--- src/rtl/sfm_acc_row_sequencer.sv ---
// Row-level sequencer for the softmax accumulator: splits a command into rows of addend beats,
// then walks each row through accumulate, invert and reciprocal handoff.
module sfm_acc_row_sequencer #(
  parameter int CNT_W = 16
) (
  input  logic             clk_i,
  input  logic             rst_ni,
  input  logic             clear_i,
  input  logic             start_i,
  input  logic [CNT_W-1:0] row_len_i,
  input  logic [CNT_W-1:0] n_rows_i,
  input  logic             acc_only_i,
  input  logic             addend_valid_i,
  input  logic             addend_ready_i,
  input  logic             acc_done_i,
  input  logic             inv_done_i,
  output logic             addend_en_o,
  output logic             acc_finished_o,
  output logic             acc_only_o,
  output logic             recip_valid_o,
  input  logic             recip_ready_i,
  output logic [CNT_W-1:0] row_idx_o,
  output logic             busy_o,
  output logic             done_o,
  output logic             err_o
);

  typedef enum logic [2:0] {
    IDLE, STREAM, WAIT_ACC, WAIT_INV, HANDOFF, DONE
  } state_e;

  state_e           state_q, state_d;
  logic [CNT_W-1:0] row_len_q, row_len_d;
  logic [CNT_W-1:0] n_rows_q, n_rows_d;
  logic [CNT_W-1:0] row_idx_q, row_idx_d;
  logic [CNT_W-1:0] beat_cnt_q, beat_cnt_d;
  logic             acc_only_q, acc_only_d;
  logic             err_q, err_d;
  logic             beat, row_end;

  assign beat = addend_valid_i & addend_ready_i;

  always_comb begin
    state_d    = state_q;
    row_len_d  = row_len_q;
    n_rows_d   = n_rows_q;
    row_idx_d  = row_idx_q;
    beat_cnt_d = beat_cnt_q;
    acc_only_d = acc_only_q;
    err_d      = err_q;
    row_end    = 1'b0;

    case (state_q)
      IDLE: begin
        if (start_i) begin
          row_len_d  = row_len_i;
          n_rows_d   = n_rows_i;
          acc_only_d = acc_only_i;
          row_idx_d  = '0;
          beat_cnt_d = '0;
          err_d      = 1'b0;
          state_d    = (row_len_i != '0 && n_rows_i != '0) ? STREAM : DONE;
        end
      end
      STREAM: begin
        if (beat) begin
          // Compare against len-1 so an all-ones row length never needs a wider counter
          if (beat_cnt_q == row_len_q - CNT_W'(1)) begin
            beat_cnt_d = '0;
            state_d    = WAIT_ACC;
          end else begin
            beat_cnt_d = beat_cnt_q + CNT_W'(1);
          end
        end
      end
      WAIT_ACC: begin
        if (acc_done_i) begin
          if (acc_only_q) row_end = 1'b1;
          else            state_d = WAIT_INV;
        end
      end
      WAIT_INV: if (inv_done_i)    state_d = HANDOFF;
      HANDOFF:  if (recip_ready_i) row_end = 1'b1;
      DONE:     state_d = IDLE;
      default:  state_d = IDLE;
    endcase

    if (row_end) begin
      if (row_idx_q == n_rows_q - CNT_W'(1)) begin
        state_d = DONE;
      end else begin
        row_idx_d = row_idx_q + CNT_W'(1);
        state_d   = STREAM;
      end
    end

    // Stray beats set the flag even in the cycle a start clears it
    if (beat && state_q != STREAM) err_d = 1'b1;

    if (clear_i) begin
      state_d    = IDLE;
      row_len_d  = '0;
      n_rows_d   = '0;
      row_idx_d  = '0;
      beat_cnt_d = '0;
      acc_only_d = 1'b0;
      err_d      = 1'b0;
    end
  end

  always_ff @(posedge clk_i or negedge rst_ni) begin
    if (!rst_ni) begin
      state_q    <= IDLE;
      row_len_q  <= '0;
      n_rows_q   <= '0;
      row_idx_q  <= '0;
      beat_cnt_q <= '0;
      acc_only_q <= 1'b0;
      err_q      <= 1'b0;
    end else begin
      state_q    <= state_d;
      row_len_q  <= row_len_d;
      n_rows_q   <= n_rows_d;
      row_idx_q  <= row_idx_d;
      beat_cnt_q <= beat_cnt_d;
      acc_only_q <= acc_only_d;
      err_q      <= err_d;
    end
  end

  assign addend_en_o    = (state_q == STREAM);
  assign acc_finished_o = (state_q == WAIT_ACC);
  assign recip_valid_o  = (state_q == HANDOFF);
  assign busy_o         = (state_q != IDLE);
  assign done_o         = (state_q == DONE);
  assign acc_only_o     = busy_o & acc_only_q;
  assign row_idx_o      = row_idx_q;
  assign err_o          = err_q;

endmodule

--- config.mk ---
export PLATFORM = sky130hd
export DESIGN_NAME = sfm_acc_row_sequencer
export DESIGN_NICKNAME = d
export VERILOG_FILES = /design/src/rtl/sfm_acc_row_sequencer.sv
export SDC_FILE = /design/constraint.sdc
export NUM_CORES = 1
export LEC_CHECK = 0
export CORE_MARGIN = 3
export CORE_UTILIZATION = 56
export DETAILED_ROUTE_END_ITERATION = 16
export HOLD_SLACK_MARGIN = 0.1
export PLACE_DENSITY = 0.9
export SETUP_SLACK_MARGIN = 0.15
export SYNTH_ARGS = -nofsm -noshare
export SYNTH_HDL_FRONTEND = slang
export SYNTH_SLANG_ARGS = --single-unit
--- constraint.sdc ---
create_clock -name clk_i -period 4.15 [get_ports clk_i]
set_input_delay 0.83 -clock clk_i [delete_from_list [all_inputs] [get_ports clk_i]]
set_output_delay 0.83 -clock clk_i [all_outputs]
set_load 0.03 [all_outputs]
==> results of run 1 <==
worst min-delay path by stage:
stage	to	slack, ns	cells past startpoint
5_1_grt	beat_cnt_q[14]	0.55	1
2_1_floorplan	beat_cnt_q[14]	0.49	1
4_1_cts	beat_cnt_q[14]	0.53	1
3_5_place_dp	beat_cnt_q[14]	0.51	1
3_3_place_gp	err_o	0.50	2
6_report	beat_cnt_q[14]	0.53	1
synthesized netlist by cell type (all sizes together), types with 2 or more instances:
cell,instances,area share [%]
and3,7,0.93
o22ai,6,1.1
nor4,17,2.4
nand2,104,8.3
dfrtp,69,37
nor2b,3,0.40
nor4b,2,0.50
nor2,37,2.9
inv,32,2.5
nand2b,7,0.93
o2111ai,2,0.74
or2,3,0.40
and2,5,0.66
o211ai,10,1.6
a31oi,5,0.66
a41oi,3,0.56
o21ai,18,1.9
xor2,12,2.2
mux2i,5,1.1
xnor3,2,0.95
or4b,3,0.64
clkbuf,28,2.2
ha,4,1.1
a211o,4,0.74
a211oi,5,0.79
nand3,30,3.2
or3,5,0.66
a21oi,49,5.3
o221ai,9,1.8
buf,3,0.42
nand3b,3,0.48
nor3,12,1.3
or4,4,0.72
nand4,17,2.3
a31o,3,0.56
nor3b,4,0.64
xnor2,28,5.2
layout make-up:
cell class	instances	area, um^2
Sequential cell	69	1730
Multi-Input combinational cell	451	2750
Clock buffer	12	145
Timing Repair Buffer	71	688
Tap cell	102	128
Clock inverter	2	35.0
Fill cell	624	2370
Inverter	32	120
stage by stage:
step / utilization, % / hold WS [ns] / std cells / power (mW)
floorplan: - / 0.489 / 583 / 0.998
global placement: 67.9 / 0.500 / 725 / 1.11
detailed placement: 67.9 / 0.513 / 725 / 1.12
CTS: 70.2 / 0.525 / 739 / 1.64
global route: 70.2 / 0.549 / 739 / 1.71
finish: 70.2 / 0.531 / 739 / 1.64
report_power, final:
| part | leakage, nW | total (mW) | internal [mW] | switching (mW) |
|---|---|---|---|---|
| Sequential | 0.946 | 0.738 | 0.696 | 0.0420 |
| Clock | 0.0923 | 0.527 | 0.287 | 0.239 |
| Combinational | 1.11 | 0.379 | 0.168 | 0.212 |
| Total | 2.15 | 1.64 | 1.15 | 0.493 |
routing by layer:
| metal | global-route usage (%) | vias up | routed length [um] |
|---|---|---|---|
| met5 | 0 | - | 0 |
| met4 | 7.03 | 0 | 225 |
| met3 | 4.43 | 24 | 1060 |
| met2 | 39.8 | 229 | 5630 |
| met1 | 39.9 | 2185 | 5600 |
| li1 | - | 2211 | - |
state kept, by name, summed over array words and instances (netlist names):
register    flops
beat_cnt_q     16
n_rows_q       16
row_idx_o      16
row_len_q      16
state_q         3
acc_only_q      1
err_o           1
cells by family (layout without fill, tap and decap cells):
logic type               count (synthesis)  count (layout)  synth area share (%)
flip-flops                              69              69                  36.6
multiplexers                             6               6                  1.30
AO/OA/AOI/OAI                          130             130                  19.1
XOR/XNOR                                42              42                  8.37
adder cells (fa/ha/maj)                  4               4                  1.06
buffers and inverters                   63             117                  5.19
AND/OR/NAND/NOR                        269             269                  28.5
==> impl_metrics.yaml, run 1 <==
worst_setup_path:
  crit_end: "row_idx_o[11]"
  crit_type: "register to register"
  crit_arrival_ns: 3.80
  worst-path-stages: 9
  path_delay_family: "compound AO/OA/AOI/OAI gates"
  r2r-start: "n_rows_q[0]"
  max_stage_delay_ns: 0.65
  crit_fanout: 18
  r2r_slack_ns: 0.60
  crit_chain: "inv_1 > ha_1 > or4b_2 > nor4_2 > xnor2_1 > a2111oi_4 > o2111ai_4 > a211o_1 > o221ai_1"
  path_buf_inv: 1
  worstPathRequired_ns: 4.40
  r2r_end: "row_idx_o[11]"
  setup.worst_path.end_class: "register"
  rr_worst_depth: 9
  critPathSlowestCell: "or4b_2"
  cp-start-kind: "register"
  cp-startpoint: "n_rows_q[0]"
clock_network:
  cts_buffers: 9
  post_cts_resized: 0
  postCtsSetupRepairBufs: 0
  cts_tree: "built"
  clock_latency_ns: 0.34
  clockBufferDepth: 2
  cts_root_buf: "clkbuf_8"
  clkTransAtPathRegs_ns: 0.07
  hold_buffers: 0
  cts.sinks: 69
  htreeDepth: 3
min_path:
  hp-start: "beat_cnt_q[14]"
  hold_class: "register to register"
placement:
  dp_slack_ns: 0.624
  io_buffers: 64
  gp_congestion: 0.927
  place_area_um2: 5410
  hpwl_mm: 9.05
floorplan:
  die_w_um: 97.8
  io_pins: 65
  start_util_pct: 59.3
  die-area_um2: 9570
  std_cell_rows: 32
  core_um2: 7970
  die_h_um: 97.8
pwr:
  p_leak_nw: 2.15
  power_density_nw_per_um2: 294
  ir_drop_mv: 0.173
drt:
  route.detailed.drc: 0
  drt_iter0_markers: 424
  final_antenna_net_count: 0
  vias_per_cell: 6.29
  first_pass_iters: 5
  avgRoutedWirePerCell_um: 16.9
  drt-total-wl_mm: 12.5
  vias: 4649
timing:
  setup_slack_ns: 0.602
  finalCritPeriodShare_pct: 85.5
  slew_headroom_pct: 23.0
  fin_crit_ns: 3.55
  fin_tns_setup_ns: 0
  worst_pin_slew_ns: 1.15
  clock.fmax_ghz: 0.282
  finalSetupViolCount: 0
  maxSlewViolCount: 0
  hold_violations: 0
  fin_skew_ns: 0.00939
  rsz0062_at_grt: "false"
finish:
  area_growth_pct: 18.4
  final_cell_mix: "nand2_1 (104), dfrtp_1 (69), clkdlybuf4s50_1 (63)"
  drive_above_1_share_pct: 5.65
  insertedDiodeCount: 0
  design_area_um2: 5590
  final_nets: 680
  final_common_cell: "nand2_1"
logic_synthesis:
  synth_ff_type: "dfrtp_1"
  synth.ff_latch_count: 69
  synth_warnings: 0
  synthArstFlopShare_pct: 100
  synth_edf_count: 0
  synth_cell_types: 72
  seq_area_frac_synth_pct: 36.6
  post_synth.cell_area_avg_um2: 8.10
  synth_cells: 583
  syn_nets: 629
  netlist_area_um2: 4720
global_route:
  grt_pass1_vias: 4361
  antenna_found_initial: 0
  grt_max_degree: 40
  grtUsageTotal_pct: 26.6
  gr-total-overflow: 0
  grt_pass1_wl_mm: 21.1
status:
  run_status: "finished, final reports clean"
job:
  max-cap-violations: 0
Power figures use the tool's default switching activity.
==> run 2: changes to the inputs <==
CORE_MARGIN = 1.5   (was 3)
CORE_UTILIZATION = 24   (was 56)
GPL_TIMING_DRIVEN = 0   (was unset)
PLACE_DENSITY = 0.5   (was 0.9)
==> run 2 against run 1 <==
  * Core utilization fell by 39 points
  * Critical endpoint is now row_idx_o[14]
  * Die area rose by 110%
  * Combinational power rose by 5.5%
  * Setup slack improved by 0.27 ns
==> impl_metrics.yaml, run 2 (same netlist as run 1, synthesis figures left out) <==
status:
  run_status: "finished, final reports clean"
pwr:
  p_leak_nw: 2.21
  power_density_nw_per_um2: 308
  ir_drop_mv: 0.188
finish:
  final_nets: 704
  area_growth_pct: 26.4
  final_cell_mix: "nand2_1 (104), dfrtp_1 (69), clkdlybuf4s50_1 (62)"
  drive_above_1_share_pct: 4.83
  insertedDiodeCount: 0
  final_common_cell: "nand2_1"
clock_network:
  cts_root_buf: "clkbuf_16"
  clockBufferDepth: 2
  cts_buffers: 9
  htreeDepth: 3
  clkTransAtPathRegs_ns: 0.06
  post_cts_resized: 0
  postCtsSetupRepairBufs: 0
  hold_buffers: 0
  cts_tree: "built"
  clock_latency_ns: 0.34
  cts.sinks: 69
floorplan:
  start_util_pct: 24.3
  die_w_um: 143
  die_h_um: 143
  die-area_um2: 20500
  io_pins: 65
  std_cell_rows: 51
  core_um2: 19400
global_route:
  grtUsageTotal_pct: 14.7
  grt_pass1_vias: 4369
  grt_pass1_wl_mm: 23.6
  grt-busiest-layer: "met2"
  gr-total-overflow: 0
  use_met3_pct: 1.95
  grtUsageMet1_pct: 21.3
  grt_max_degree: 46
  antenna_found_initial: 0
  grt_use_met2_pct: 22.7
timing:
  setup_slack_ns: 0.876
  rsz0062_at_grt: "false"
  finalCritPeriodShare_pct: 78.9
  worst_pin_slew_ns: 0.858
  finalSetupViolCount: 0
  slew_headroom_pct: 42.3
  fin_tns_setup_ns: 0
  hold_ws_ns: 0.406
  maxSlewViolCount: 0
  hold_violations: 0
  fin_crit_ns: 3.27
  fin_skew_ns: 0.00630
  clock.fmax_ghz: 0.305
drt:
  drt_iter0_markers: 220
  vias_per_cell: 4.80
  drt-total-wl_mm: 14.3
  vias: 4452
  final_antenna_net_count: 0
  first_pass_iters: 4
  route.detailed.drc: 0
  avgRoutedWirePerCell_um: 15.4
worst_setup_path:
  cp-start-kind: "register"
  crit_fanout: 10
  crit_arrival_ns: 3.53
  crit_type: "register to register"
  worstPathRequired_ns: 4.40
  setup.worst_path.end_class: "register"
job:
  max-cap-violations: 0
placement:
  io_buffers: 63
  hpwl_mm: 10.9
  gp_congestion: 0.813
  dp_slack_ns: 0.913
min_path:
  hold_class: "input port to asynchronous set/reset pin"
## run 2: cell count changes in the layout (fill, tap and decap cells not counted), sizes merged
cell / previous run / this run
clkbuf: 12 / 41
buf: 8 / 5
bufinv: 1 / 0
clkdlybuf4s50: 63 / 62
clkinv: 1 / 2
## run 2: worst paths after layout
kind,cells after the start,to,from,slack [ns]
min in group clk_i,1,beat_cnt_q[0],beat_cnt_q[0],0.55
max in group asynchronous,2,n_rows_q[8],rst_ni,3.19
setup / recovery,11,row_idx_o[14],n_rows_q[0],0.88
hold reg to reg,1,beat_cnt_q[0],beat_cnt_q[0],0.55
setup reg to reg,11,row_idx_o[14],n_rows_q[0],0.88
hold / removal,1,beat_cnt_q[14],rst_ni,0.41
## run 2: layer usage
layer	routed length, um	vias up
li1	-	2249
met1	7390	2108
met2	6260	83
met3	459	12
met4	170	0
met5	0	-
## run 2: worst max-delay path: stages (launching register included)
cell	delay, ns
dfrtp_1	0.35
clkbuf_1	0.22
inv_1	0.11
ha_1	0.16
or4b_2	0.64
nor4_2	0.19
xnor2_1	0.14
a2111oi_4	0.35
o2111ai_4	0.26
a211o_1	0.42
buf_6	0.19
o221ai_2	0.15
## run 2: metrics by stage
stage               instances  instance area [um^2]  utilization, %  total power [mW]
floorplan                 583                  4720               -             0.998
global placement          911                  5680            29.3              1.14
detailed placement        912                  5710            29.4              1.14
CTS                       927                  5970            30.8              1.85
global route              927                  5970            30.8              1.93
finish                    927                  5970            30.8              1.84
## run 2: where the power goes
group	total (mW)	switching, mW	internal, mW
Combinational	0.400	0.228	0.172
Sequential	0.728	0.0312	0.697
Clock	0.708	0.292	0.416
## run 2: area by class of cell
class	count	area [um^2]
clock buffers	13	250
flip-flops and latches	69	1730
repair buffers	64	656
clock inverters	2	10.0
plain buffers	31	125
multi-input cells	451	2750
well taps	265	332
inverters	32	120
fillers	2138	13400
